===== config.mk =====
export PLATFORM = sky130hd
export DESIGN_NAME = cdb_bus
export DESIGN_NICKNAME = d
export VERILOG_FILES = /design/src/rtl/cdb_bus.sv
export SDC_FILE = /design/constraint.sdc
export NUM_CORES = 1
export LEC_CHECK = 0
export ABC_AREA = 1
export BUFFER_PORTS_ARGS = -buffer_cell sky130_fd_sc_hd__clkbuf_2
export CAP_MARGIN = 20
export CORE_UTILIZATION = 46
export CTS_CLUSTER_DIAMETER = 30
export CTS_CLUSTER_SIZE = 10
export DETAILED_ROUTE_END_ITERATION = 16
export GPL_ROUTABILITY_DRIVEN = 0
export GPL_TIMING_DRIVEN = 0
export PLACE_DENSITY = 0.65
export SYNTH_ARGS = -nofsm -noshare
export SYNTH_HDL_FRONTEND = slang
export SYNTH_SLANG_ARGS = --single-unit
export TNS_END_PERCENT = 1

===== constraint.sdc =====
create_clock -name clk -period 4.1 [get_ports clk]
set_input_delay 0.205 -clock clk [delete_from_list [all_inputs] [get_ports clk]]
set_output_delay 0.205 -clock clk [all_outputs]
set_load 0.02 [all_outputs]

===== src/rtl/cdb_bus.sv =====
// cdb_bus: multi-channel result broadcast bus.
// Buffers tagged results from NCH producers in per-channel FIFOs and drives
// one winner per cycle onto a registered valid/ready broadcast output, chosen
// by round-robin arbitration.
//
// Optional feature macro: CDB_BUS_BYPASS_EN
//   defined   - an empty channel with in_valid=1 competes in the same cycle and,
//               if it wins, skips its FIFO (1-edge latency)
//   undefined - every result passes through its FIFO (2-edge minimum latency)
//
// Ports:
//   clk        clock, rising edge
//   rst        asynchronous active-low reset
//   flush      synchronous discard of all buffered and output results
//   in_valid   [NCH]          producer i offers a result
//   in_ready   [NCH]          channel i FIFO not full (from registered count)
//   in_data    [NCH*DATA_W]   packed payloads, channel i at slice i
//   in_tag     [NCH*TAG_W]    packed tags, channel i at slice i
//   out_valid  broadcast result present
//   out_ready  consumer accepts broadcast
//   out_data   broadcast payload (0 when idle)
//   out_tag    broadcast tag (0 when idle)
//   out_ch     source channel of broadcast (0 when idle)

module cdb_bus #(
    parameter int unsigned DATA_W = 32,
    parameter int unsigned TAG_W  = 3,
    parameter int unsigned NCH    = 2,
    parameter int unsigned DEPTH  = 4
) (
    input  logic                                    clk,
    input  logic                                    rst,
    input  logic                                    flush,
    input  logic [NCH-1:0]                          in_valid,
    output logic [NCH-1:0]                          in_ready,
    input  logic [NCH*DATA_W-1:0]                   in_data,
    input  logic [NCH*TAG_W-1:0]                    in_tag,
    output logic                                    out_valid,
    input  logic                                    out_ready,
    output logic [DATA_W-1:0]                       out_data,
    output logic [TAG_W-1:0]                        out_tag,
    output logic [((NCH > 1) ? $clog2(NCH) : 1)-1:0] out_ch
);

    localparam int unsigned PTR_W = $clog2(DEPTH);
    localparam int unsigned CNT_W = PTR_W + 1;
    localparam int unsigned CH_W  = (NCH > 1) ? $clog2(NCH) : 1;
    localparam int unsigned ENT_W = DATA_W + TAG_W;

    // FIFO storage and bookkeeping, one set per channel
    logic [ENT_W-1:0] mem   [NCH][DEPTH];
    logic [PTR_W-1:0] wptr  [NCH];
    logic [PTR_W-1:0] rptr  [NCH];
    logic [CNT_W-1:0] count [NCH];
    logic [CH_W-1:0]  rr;

    logic             load_c;
    logic [NCH-1:0]   cand_c;
    logic [NCH-1:0]   push_c;
    logic [NCH-1:0]   pop_c;
    logic [NCH-1:0]   byp_c;
    logic             found_c;
    logic [CH_W-1:0]  win_c;
    logic [CH_W-1:0]  rr_next_c;
    logic [ENT_W-1:0] win_ent_c;

    // Output register may take a new value when empty or being consumed
    assign load_c = !out_valid || out_ready;

    // Space check uses the registered count only, so a full FIFO refuses a
    // push even in a cycle where it also pops
    always_comb begin
        in_ready = '0;
        for (int i = 0; i < NCH; i++) begin
            in_ready[i] = (count[i] != CNT_W'(DEPTH));
        end
    end

    // Arbitration candidates
    always_comb begin
        cand_c = '0;
        for (int i = 0; i < NCH; i++) begin
`ifdef CDB_BUS_BYPASS_EN
            cand_c[i] = (count[i] != '0) || in_valid[i];
`else
            cand_c[i] = (count[i] != '0);
`endif
        end
    end

    // Round-robin search starting at rr, wrapping at NCH
    always_comb begin
        int idx;
        found_c = 1'b0;
        win_c   = '0;
        idx     = 0;
        for (int k = 0; k < NCH; k++) begin
            idx = int'(rr) + k;
            if (idx >= int'(NCH)) begin
                idx = idx - int'(NCH);
            end
            for (int j = 0; j < NCH; j++) begin
                if (!found_c && (j == idx) && cand_c[j]) begin
                    found_c = 1'b1;
                    win_c   = CH_W'(j);
                end
            end
        end
    end

    // Pointer following the winner
    always_comb begin
        int nxt;
        nxt = int'(win_c) + 1;
        if (nxt >= int'(NCH)) begin
            nxt = 0;
        end
        rr_next_c = CH_W'(nxt);
    end

    // Winner entry selection: FIFO head, or the raw input when bypassing
    always_comb begin
        pop_c     = '0;
        byp_c     = '0;
        win_ent_c = '0;
        for (int i = 0; i < NCH; i++) begin
            if (load_c && found_c && (win_c == CH_W'(i))) begin
                if (count[i] != '0) begin
                    pop_c[i]  = 1'b1;
                    win_ent_c = mem[i][rptr[i]];
                end
`ifdef CDB_BUS_BYPASS_EN
                else begin
                    byp_c[i]  = 1'b1;
                    win_ent_c = {in_data[i*DATA_W +: DATA_W], in_tag[i*TAG_W +: TAG_W]};
                end
`endif
            end
        end
    end

    // Accepted pushes; a bypassed input never enters its FIFO
    always_comb begin
        push_c = '0;
        for (int i = 0; i < NCH; i++) begin
            push_c[i] = in_valid[i] && in_ready[i] && !byp_c[i];
        end
    end

    // FIFO payload storage (no reset needed: validity lives in count)
    always_ff @(posedge clk) begin
        for (int i = 0; i < NCH; i++) begin
            if (push_c[i] && !flush) begin
                mem[i][wptr[i]] <= {in_data[i*DATA_W +: DATA_W], in_tag[i*TAG_W +: TAG_W]};
            end
        end
    end

    // FIFO pointers and counts
    always_ff @(posedge clk or negedge rst) begin
        if (!rst) begin
            for (int i = 0; i < NCH; i++) begin
                wptr[i]  <= '0;
                rptr[i]  <= '0;
                count[i] <= '0;
            end
        end else if (flush) begin
            for (int i = 0; i < NCH; i++) begin
                wptr[i]  <= '0;
                rptr[i]  <= '0;
                count[i] <= '0;
            end
        end else begin
            for (int i = 0; i < NCH; i++) begin
                if (push_c[i]) begin
                    wptr[i] <= wptr[i] + PTR_W'(1);
                end
                if (pop_c[i]) begin
                    rptr[i] <= rptr[i] + PTR_W'(1);
                end
                if (push_c[i] && !pop_c[i]) begin
                    count[i] <= count[i] + CNT_W'(1);
                end else if (pop_c[i] && !push_c[i]) begin
                    count[i] <= count[i] - CNT_W'(1);
                end
            end
        end
    end

    // Broadcast register and round-robin pointer (rr survives flush)
    always_ff @(posedge clk or negedge rst) begin
        if (!rst) begin
            out_valid <= 1'b0;
            out_data  <= '0;
            out_tag   <= '0;
            out_ch    <= '0;
            rr        <= '0;
        end else if (flush) begin
            out_valid <= 1'b0;
            out_data  <= '0;
            out_tag   <= '0;
            out_ch    <= '0;
        end else if (load_c) begin
            out_valid <= found_c;
            out_data  <= found_c ? win_ent_c[ENT_W-1:TAG_W] : '0;
            out_tag   <= found_c ? win_ent_c[TAG_W-1:0] : '0;
            out_ch    <= found_c ? win_c : '0;
            if (found_c) begin
                rr <= rr_next_c;
            end
        end
    end

endmodule


==> results of run 1 <==
through the flow:
step           instance area (um2)  utilization  power [uW]  hold WS [ns]
5_1_grt                      17700        0.612       12900        0.0960
6_report                     17700        0.612       12300        0.0757
3_3_place_gp                 14600        0.507        7310         0.424
2_1_floorplan                13600            -        6360       -0.0906
3_5_place_dp                 14900        0.516        7410         0.222
4_1_cts                      17700        0.612       12400        0.0446
where the power goes:
| part | total, uW | switching [uW] | internal [uW] |
|---|---|---|---|
| combinational | 3250 | 2190 | 1060 |
| clock | 4890 | 1730 | 3170 |
| sequential | 4150 | 155 | 3990 |
| total | 12300 | 4070 | 8220 |
Yosys cell counts (2+ instances only):
cell type	n	share of area
a21oi_1	72	0.027
a21oi_2	3	0.0019
buf_1	5	0.0014
buf_2	39	0.014
buf_4	2	0.0011
buf_8	2	0.0022
clkbuf_1	10	0.0028
dfrtp_1	52	0.096
edfxtp_1	280	0.62
fa_1	2	0.0029
ha_1	8	0.0074
inv_1	25	0.0069
inv_2	9	0.0025
nand2_1	464	0.13
nand2_2	26	0.012
nand3_1	79	0.029
nand4_1	3	0.0014
nor2_1	51	0.014
nor3_1	2	0.00074
o21ai_0	10	0.0037
o21ai_1	14	0.0052
o21ai_2	18	0.012
xnor2_1	2	0.0013
kinds of logic (layout without fill, tap and decap cells):
family | Yosys count | after routing | synth area share
xor gates and xnor gates | 2 | 2 | 0.00129
DFF | 332 | 332 | 0.715
and+or+nand+nor | 629 | 629 | 0.190
AOI/OAI and AO/OA | 119 | 119 | 0.0501
adders and majority gates | 10 | 10 | 0.0103
buffers and inverters | 94 | 405 | 0.0335
flip-flops by register name, summed over array words and instances (netlist names):
signal and count:
count 6, out_ch 1, out_tag 3, out_valid 1, rptr 4, out_data 32, wptr 4, rr 1
mem 280
path summary, 6_finish.rpt:
check	from	to	cells past startpoint
worst max-delay path	count[0]$_DFFE_PN0P_	mem[0][160]$_DFFE_PP_	7
max in group asynchronous	rst	out_data[23]$_DFFE_PN0P_	3
worst max register to register	count[0]$_DFFE_PN0P_	mem[0][160]$_DFFE_PP_	7
worst min register to register	out_data[17]$_DFFE_PN0P_	out_data[17]$_DFFE_PN0P_	2
worst min-delay path	in_valid[1]	wptr[1]$_DFFE_PN0P_	4
min in group asynchronous	rst	out_data[4]$_DFFE_PN0P_	2
worst max-delay path: stages, from the launching register on:
cell,delay (ns)
dfrtp_1,0.37
inv_1,0.11
nand3_1,0.16
nand2_1,0.16
inv_1,0.14
nand2_1,0.24
nor2_4,0.63
buf_16,0.24
per-layer routing:
metal,track usage,up-vias,share of wire
met5,0,-,0
met4,0.0709,0,0.021
met3,0.0340,50,0.052
met2,0.363,258,0.49
met1,0.287,4544,0.44
li1,-,4562,-
timing repair:
action | CTS | global route
hold buffers | 73 | 0
buffers inserted | 0 | 0
endpoints found under the hold margin | 301 | 0
endpoints found under the setup margin | 0 | 0
final cells by class:
type	instances	area, um2
well taps	384	480
clock buffers	68	1570
multi-input cells	760	3470
fillers	2308	11200
flip-flops and latches	332	9710
repair buffers	196	1500
clock inverters	47	478
inverters	34	128
plain buffers	60	328
==> key figures, run 1 <==
Die
  • Starting Density: 0.471
  • # rows: 62
  • Full die area: 0.0302 mm2
  • Die Y: 174 um
  • Core footprint: 0.0289 mm2
  • Die width: 174 um
  • I/O Pins: 115

Global routing
  • First-pass GRT wire length: 50.2 mm
  • Total GRT Usage: 0.216
  • Remaining Overflow, GRT: 0
  • Largest net degree at the start of global routing: 34
  • Initial antenna violation count: 0
  • Vias in the first global route: 9,374

CTS
  • Latest clock arrival within the worst-skew pair: 0.59 ns
  • Reg clk slew, reported paths: 0.05 ns
  • CTS-repair resized insts: 0
  • CTS tree: yes
  • CTS H-Tree Depth: 2
  • Total CTS buffers: 61
  • Root Buffer: clkbuf_16
  • Clk sinks: 332
  • CTS Buffer Depth: 3

Timing
  • PnR worst setup slack: 1.73 ns
  • Worst Skew: 0.0238 ns
  • Slew @ Worst Pin: 0.712 ns
  • Setup TNS: 0 ns
  • Max Fclk: 423 MHz
  • Final hold violations: 0
  • Final max-slew violation count: 0
  • Post-layout min period: 2.37 ns
  • Tcrit/Tclk final: 0.577
  • Setup repair after global routing missed its margin: no
  • Relative slew slack: 0.524
  • Final setup vio count: 0

Placed design
  • Dpl cells: 1,693
  • Port bufs: 114
  • Post-DP HPWL: 21.1 mm
  • Worst slack, placed: 1.78 ns

Final layout
  • Commonest non-fill, non-tap cell in the layout: nand2_1
  • Diodes inserted: 0
  • Final net count: 1,531
  • Layout overhead on the synthesized area: 30.1%
  • Most frequent cells in the layout: 464 x nand2_1, 280 x edfxtp_1, 114 x clkbuf_2
  • Finished Layout Cells: 1,881
  • Layout cells sized above 1: 0.224

Drt
  • Final ANT Viol Nets: 0
  • Initial DRC count: 694
  • Via Count: 9,414
  • Final WL: 32.3 mm
  • Via/cell ratio: 5.00
  • Remaining DRCs: 0
  • WL/cell: 17.2 um
  • DR pass1 iterations: 5

Synthesis
  • Synthesized netlist cell count: 1,186
  • Post-synth cell types: 31
  • Post-synth EDFFs: 280
  • Yosys warning count: 0
  • Top_reg_cell synth: edfxtp_1
  • Post-synthesis sequential area ratio: 0.715
  • Synthesized Nets: 1,272
  • Synthesized cell area: 0.0136 mm2
  • Synthesized flop and latch total: 332
  • Synth async-reset ratio: 0.157
  • Synthesized area per cell: 11.4 um2

Worst setup path
  • CP Launch Type: register
  • Max FO, Critical Path: 18
  • WP data arrival: 2.65 ns
  • CP Capture Type: register
  • Reg2reg setup slack: 1.73 ns
  • Crit Path Class: reg -> reg
  • Crit path required time: 4.38 ns

Flow run
  • Max_cap viols: 0

Pwr
  • Peak VDD IR: 0.000383 V
  • Power Dens Cells: 696 mW/mm2
  • LEAKAGE: 0.00722 uW

Status
  • Outcome: finished clean

Min path
  • HP Class: in -> reg
Power figures use the tool's default switching activity.
==> run 2, diff against run 1 <==
- PLACE_DENSITY: 0.65 -> 0.68
- clock period: 4.1 -> 2.1 ns (I/O delays scaled with it)
==> run 2 against run 1 <==
Net effect:
- first-iteration DRC count is 1.3% higher
- die area stayed put
- largest power group unchanged
- fmax is 15% higher
- critical endpoint is now count[5]$_DFFE_PN0P_
- largest cell class unchanged
- critical path type unchanged
- utilization is 0.061 points higher
==> key figures, run 2 (synthesis gave the netlist of run 1 again) <==
Final layout
  • Final net count: 1,538 (+0.46%)
  • Largest register FFs: 280 (unchanged)
  • Final Core Density: 0.613 (about the same)
  • Finished Layout Cells: 1,881 (unchanged)
  • Reg area: 0.00971 mm2 (about the same)
  • Most frequent cells in the layout: 460 x nand2_1, 280 x edfxtp_1, 115 x clkbuf_2
  • Fillers: 2,331 (+1.0%)
  • Layout cells sized above 1: 0.232 (+0.00817)
  • Multi-input gate area: 0.00353 mm2 (+1.6%)
  • Layout overhead on the synthesized area: 30.2% (about the same)
  • Cell area after layout: 0.0177 mm2 (about the same)
  • Commonest non-fill, non-tap cell in the layout: nand2_1

CTS
  • Clk sinks: 332 (unchanged)
  • CTS H-Tree Depth: 2 (unchanged)
  • Latest clock arrival within the worst-skew pair: 0.55 ns (-0.04 ns)
  • CTS tree: yes
  • Reg clk slew, reported paths: 0.05 ns (about the same)
  • Total CTS buffers: 56 (-8.2%)
  • Root Buffer: clkbuf_16
  • CTS Buffer Depth: 3 (unchanged)

Placed design
  • Port bufs: 114 (unchanged)
  • Post-DP HPWL: 21.5 mm (+1.9%)
  • Area after DPL: 0.0149 mm2 (+0.20%)
  • Dpl cells: 1,693 (unchanged)
  • Worst slack, placed: -0.151 ns (-1.93 ns)

Worst setup path
  • Crit Path Class: reg -> reg
  • Slowest stage delay, CP: 0.41 ns (-0.22 ns)
  • CP Capture Type: register
  • Cell chain of the critical path: nor2_4, a21oi_2, nand2_4, buf_6, nand2_2, inv_1, fa_2, xnor2_2, inv_1, nand2_1, nand2_1, nand2_1, nand2_1
  • Max FO, Critical Path: 6 (-12)
  • Largest delay share family, worst path: simple AND/OR/NAND/NOR gates
  • WP data arrival: 2.48 ns (-0.17 ns)
  • Most used cell, CP: nand2_1
  • Setup crit start: count[4]$_DFFE_PN0P_
  • Reg-to-Reg Start: count[4]$_DFFE_PN0P_
  • Crit path required time: 2.53 ns (-1.85 ns)
  • Worst R2R End: count[5]$_DFFE_PN0P_
  • Reg2reg setup slack: 0.05 ns (-1.68 ns)
  • Slowest library cell on the worst path: dfrtp_1
  • CP Buf/Inv Count: 3 (unchanged)
  • R2R depth: 13 (+6)
  • CP Launch Type: register

Drt
  • Via/cell ratio: 5.05 (+0.87%)
  • Final WL: 32.8 mm (+1.5%)
  • Final ANT Viol Nets: 0 (unchanged)
  • Via Count: 9,496 (+0.87%)
  • WL/cell: 17.4 um (+1.5%)
  • Remaining DRCs: 0 (unchanged)
  • DR pass1 iterations: 5 (unchanged)
  • Initial DRC count: 703 (+1.3%)

Global routing
  • First-pass GRT wire length: 50.5 mm (+0.59%)
  • Remaining Overflow, GRT: 0 (unchanged)
  • Initial antenna violation count: 1 (+1)
  • Largest net degree at the start of global routing: 35 (+2.9%)
  • Total GRT Usage: 0.217 (+0.00112)
  • Vias in the first global route: 9,467 (+0.99%)

Die
  • Full die area: 0.0302 mm2 (unchanged)
  • I/O Pins: 115 (unchanged)
  • Die Y: 174 um (unchanged)
  • Starting Density: 0.471 (unchanged)
  • Die width: 174 um (unchanged)
  • Core footprint: 0.0289 mm2 (unchanged)
  • # rows: 62 (unchanged)

Timing
  • Post-layout min period: 2.05 ns (-0.317 ns)
  • Final setup vio count: 0 (unchanged)
  • Final hold violations: 0 (unchanged)
  • Tcrit/Tclk final: 0.975 (+0.398)
  • Setup repair after global routing missed its margin: yes
  • Final max-slew violation count: 0 (unchanged)
  • Max Fclk: 488 MHz (+15%)
  • Worst Skew: 0.0182 ns (-0.00560 ns)
  • Relative slew slack: 0.591 (+0.0667)
  • PnR worst setup slack: 0.0520 ns (-1.68 ns)
  • Slew @ Worst Pin: 0.612 ns (-0.0998 ns)

Min path
  • WHS Endpoint: wptr[2]$_DFFE_PN0P_
  • Min-Delay Path Depth: 6 (+2)
  • HP Class: in -> reg
  • HP Start: in_valid[0]

Status
  • Outcome: finished clean

Flow run
  • Max_cap viols: 0 (unchanged)

Pwr
  • Power Dens Cells: 1340 mW/mm2 (+93%)
  • Peak VDD IR: 0.000739 V (+93%)
  • LEAKAGE: 0.00724 uW (+0.20%)
==> run 2: worst min-delay path: stages <==
cell      delay, ns
clkbuf_2       0.08
nand2_1        0.08
inv_2          0.08
nor2_1         0.07
nand2_1        0.06
o21ai_0        0.07
==> run 2: final cells by class <==
type                       instances  share of cell area
inverter                          34             0.00722
timing repair buffer             208              0.0928
sequential                       332               0.549
tap                              384              0.0272
multi-input combinational        760               0.200
clock inverter                    40              0.0237
clock buffer                      62              0.0817
buffer                            60              0.0185
antenna                            1            0.000142
==> run 2: timing repair <==
action / in CTS / in global routing
setup buffers: 1 / 10
endpoints found under the hold margin: 338 / 0
hold buffers: 74 / 0
endpoints found under the setup margin: 168 / 100
gates resized for setup: 7 / 13
pin swaps: 1 / 5
==> run 2: worst max-delay path by stage <==
stage / cells after the start / slack [ns] / endpoint
2_1_floorplan: 6 / -0.30 / mem[0][140]$_DFFE_PP_
3_3_place_gp: 6 / -0.98 / mem[0][198]$_DFFE_PP_
3_5_place_dp: 7 / -0.15 / mem[0][19]$_DFFE_PP_
4_1_cts: 15 / -0.03 / count[5]$_DFFE_PN0P_
5_1_grt: 13 / -0.09 / count[5]$_DFFE_PN0P_
6_report: 13 / 0.05 / count[5]$_DFFE_PN0P_
==> run 2: routing by layer <==
layer / GRT usage / vias up / wire length, um / part of all wire
li1: - / 4573 / - / -
met4: 0.0705 / 0 / 827 / 0.025
met5: 0 / - / 0 / 0
met1: 0.281 / 4550 / 13800 / 0.42
met3: 0.0423 / 65 / 2030 / 0.062
met2: 0.367 / 308 / 16100 / 0.49
==> run 2: power by group <==
part           internal (uW)  switching, uW
clock                   5900           3020
combinational           2270           4430
sequential              7800            317
==> run 2: per-stage QoR <==
stage	setup TNS (ns)	hold slack, ns	power [uW]
after floorplan	-77.24	-0.191	12400
after global placement	-258.12	0.323	14200
after detailed placement	-17.25	0.112	14500
after CTS	-0.0293	0.0287	23500
after global routing	-3.70	0.0779	24900
final	0	0.0506	23700
==> run 3, diff against run 2 <==
- PLACE_DENSITY: 0.68 -> 0.76
==> run 3 against run 2 <==
Net effect:
- largest cell class unchanged
- clock power fell by 6.3%
- first-iteration DRC count is 0.71% lower
- highest routed layer unchanged
- cell count down 0.69%
- critical endpoint is now mem[0][228]$_DFFE_PP_
- non-clock buffer count decreased by 5
==> key figures, run 3 (synthesis gave the netlist of run 1 again) <==
Status
  • Outcome: finished clean

Drt
  • Remaining DRCs: 0 (unchanged)
  • WL/cell: 17.9 um (+2.5%)
  • DR top layer: met4
  • WL met3: 2.23 mm (+9.8%)
  • Via/cell ratio: 5.14 (+1.9%)
  • DR pass1 iterations: 5 (unchanged)
  • Met1 wire length: 13.5 mm (-2.3%)
  • Initial DRC count: 698 (-0.71%)
  • DR WL met2: 16.6 mm (+3.3%)
  • Final WL: 33.4 mm (+1.8%)
  • Final ANT Viol Nets: 0 (unchanged)
  • Via Count: 9,605 (+1.1%)

Pwr
  • Power Dens Cells: 1320 mW/mm2 (-1.6%)
  • Peak VDD IR: 0.000697 V (-5.7%)
  • LEAKAGE: 0.00713 uW (-1.5%)

Die
  • I/O Pins: 115 (unchanged)
  • Starting Density: 0.471 (unchanged)
  • Die width: 174 um (unchanged)
  • Full die area: 0.0302 mm2 (unchanged)
  • Core footprint: 0.0289 mm2 (unchanged)
  • # rows: 62 (unchanged)
  • Die Y: 174 um (unchanged)

Placed design
  • Port bufs: 114 (unchanged)
  • Post-DP HPWL: 21.9 mm (+1.8%)
  • Worst slack, placed: -0.219 ns (-0.0688 ns)

Final layout
  • Largest register FFs: 280 (unchanged)
  • Layout cells sized above 1: 0.226 (-0.00621)
  • Diodes inserted: 0 (-1)
  • Final net count: 1,530 (-0.52%)
  • Layout overhead on the synthesized area: 28.8%
  • Commonest non-fill, non-tap cell in the layout: nand2_1
  • Most frequent cells in the layout: 461 x nand2_1, 280 x edfxtp_1, 114 x clkbuf_2

Timing
  • Post-layout min period: 2.09 ns (+0.0392 ns)
  • Slew @ Worst Pin: 0.643 ns (+0.0305 ns)
  • Tcrit/Tclk final: 0.994 (+0.0187)
  • Relative slew slack: 0.571 (-0.0204)
  • PnR worst setup slack: 0.0129 ns (-0.0392 ns)
  • Final setup vio count: 0 (unchanged)
  • Final max-slew violation count: 0 (unchanged)
  • Final hold violations: 0 (unchanged)
  • Hold WS: 0.0213 ns (-0.0293 ns)
  • Worst Skew: 0.0173 ns (-0.000885 ns)
  • Setup repair after global routing missed its margin: yes
  • Max Fclk: 479 MHz (-1.9%)

Worst setup path
  • Slowest stage delay, CP: 0.43 ns (+0.02 ns)
  • Slowest library cell on the worst path: dfrtp_2
  • Crit path required time: 2.33 ns (-0.20 ns)
  • CP Launch Type: register
  • WP data arrival: 2.32 ns (-0.16 ns)
  • CP Capture Type: register
  • Cell chain of the critical path: buf_12, nand3_2, nand2_2, inv_1, nand2_2, nor2_4, buf_12
  • R2R depth: 7 (-6)
  • Crit Path Class: reg -> reg
  • Max FO, Critical Path: 24 (+18)

Global routing
  • First-pass GRT wire length: 52.2 mm (+3.5%)
  • Largest net degree at the start of global routing: 35 (unchanged)
  • Vias in the first global route: 9,789 (+3.4%)
  • Initial antenna violation count: 0 (-1)
  • Remaining Overflow, GRT: 0 (unchanged)
  • Total GRT Usage: 0.224 (+0.00695)

CTS
  • Root Buffer: clkbuf_16
  • Reg clk slew, reported paths: 0.05 ns (about the same)
  • Total CTS buffers: 53 (-5.4%)
  • CTS Buffer Depth: 3 (unchanged)
  • CTS H-Tree Depth: 2 (unchanged)
  • CTS tree: yes
  • Clk sinks: 332 (unchanged)
  • Latest clock arrival within the worst-skew pair: 0.55 ns (about the same)

Min path
  • Min-Delay Path Depth: 6 (unchanged)
  • HP Class: in -> reg

Flow run
  • Max_cap viols: 0 (unchanged)
run 3: power by group:
group	leakage, uW	internal, uW	switching (uW)
clock	0.000828	5390	2960
sequential	0.00322	7790	322
combinational	0.00308	2200	4430
run 3: stage by stage:
step,util,instances,TNS [ns],total power [uW],instance area (um2)
global placement,0.508,1684,-264.76,14200,14600
floorplan,-,1186,-77.24,12400,13600
detailed placement,0.516,1693,-15.83,14400,14900
global route,0.606,1868,-1.72,24200,17500
CTS,0.603,1863,-0.0486,23000,17400
finish,0.606,1868,0,23100,17500
run 3: cell type report:
cell class              count  area [um2]
fillers                  2232       11400
plain buffers              60         328
inverters                  34         128
flip-flops and latches    332        9710
clock inverters            33         353
clock buffers              62        1370
repair buffers            203        1600
well taps                 384         480
multi-input cells         760        3520
run 3: metal layers:
metal / up-vias / track usage
li1: 4553 / -
met2: 341 / 0.380
met4: 0 / 0.0921
met3: 66 / 0.0447
met5: - / 0
met1: 4645 / 0.281
run 3: worst max-delay path: cells and delay by family (launching register included):
kind | cells | cell delay [ns]
buffers and inverters | 3 | 0.56
DFF | 1 | 0.43
and+or+nand+nor | 4 | 0.79
run 3: repair_timing:
action,4_1_cts,5_1_grt
hold buffers,74,0
endpoints found under the hold margin,339,0
endpoints found under the setup margin,174,21
setup buffers,1,5
resized for setup,8,7
gates cloned,0,0
pin swaps,1,1
run 3: path summary, 6_finish.rpt:
path	start	slack, ns	end
max	count[2]$_DFFE_PN0P_	0.01	mem[0][228]$_DFFE_PP_
min	in_valid[0]	0.02	wptr[2]$_DFFE_PN0P_
max reg2reg	count[2]$_DFFE_PN0P_	0.01	mem[0][228]$_DFFE_PP_
min reg2reg	out_data[20]$_DFFE_PN0P_	0.48	out_data[20]$_DFFE_PN0P_
max in group asynchronous	rst	1.42	out_data[19]$_DFFE_PN0P_
min in group asynchronous	rst	0.08	out_data[3]$_DFFE_PN0P_
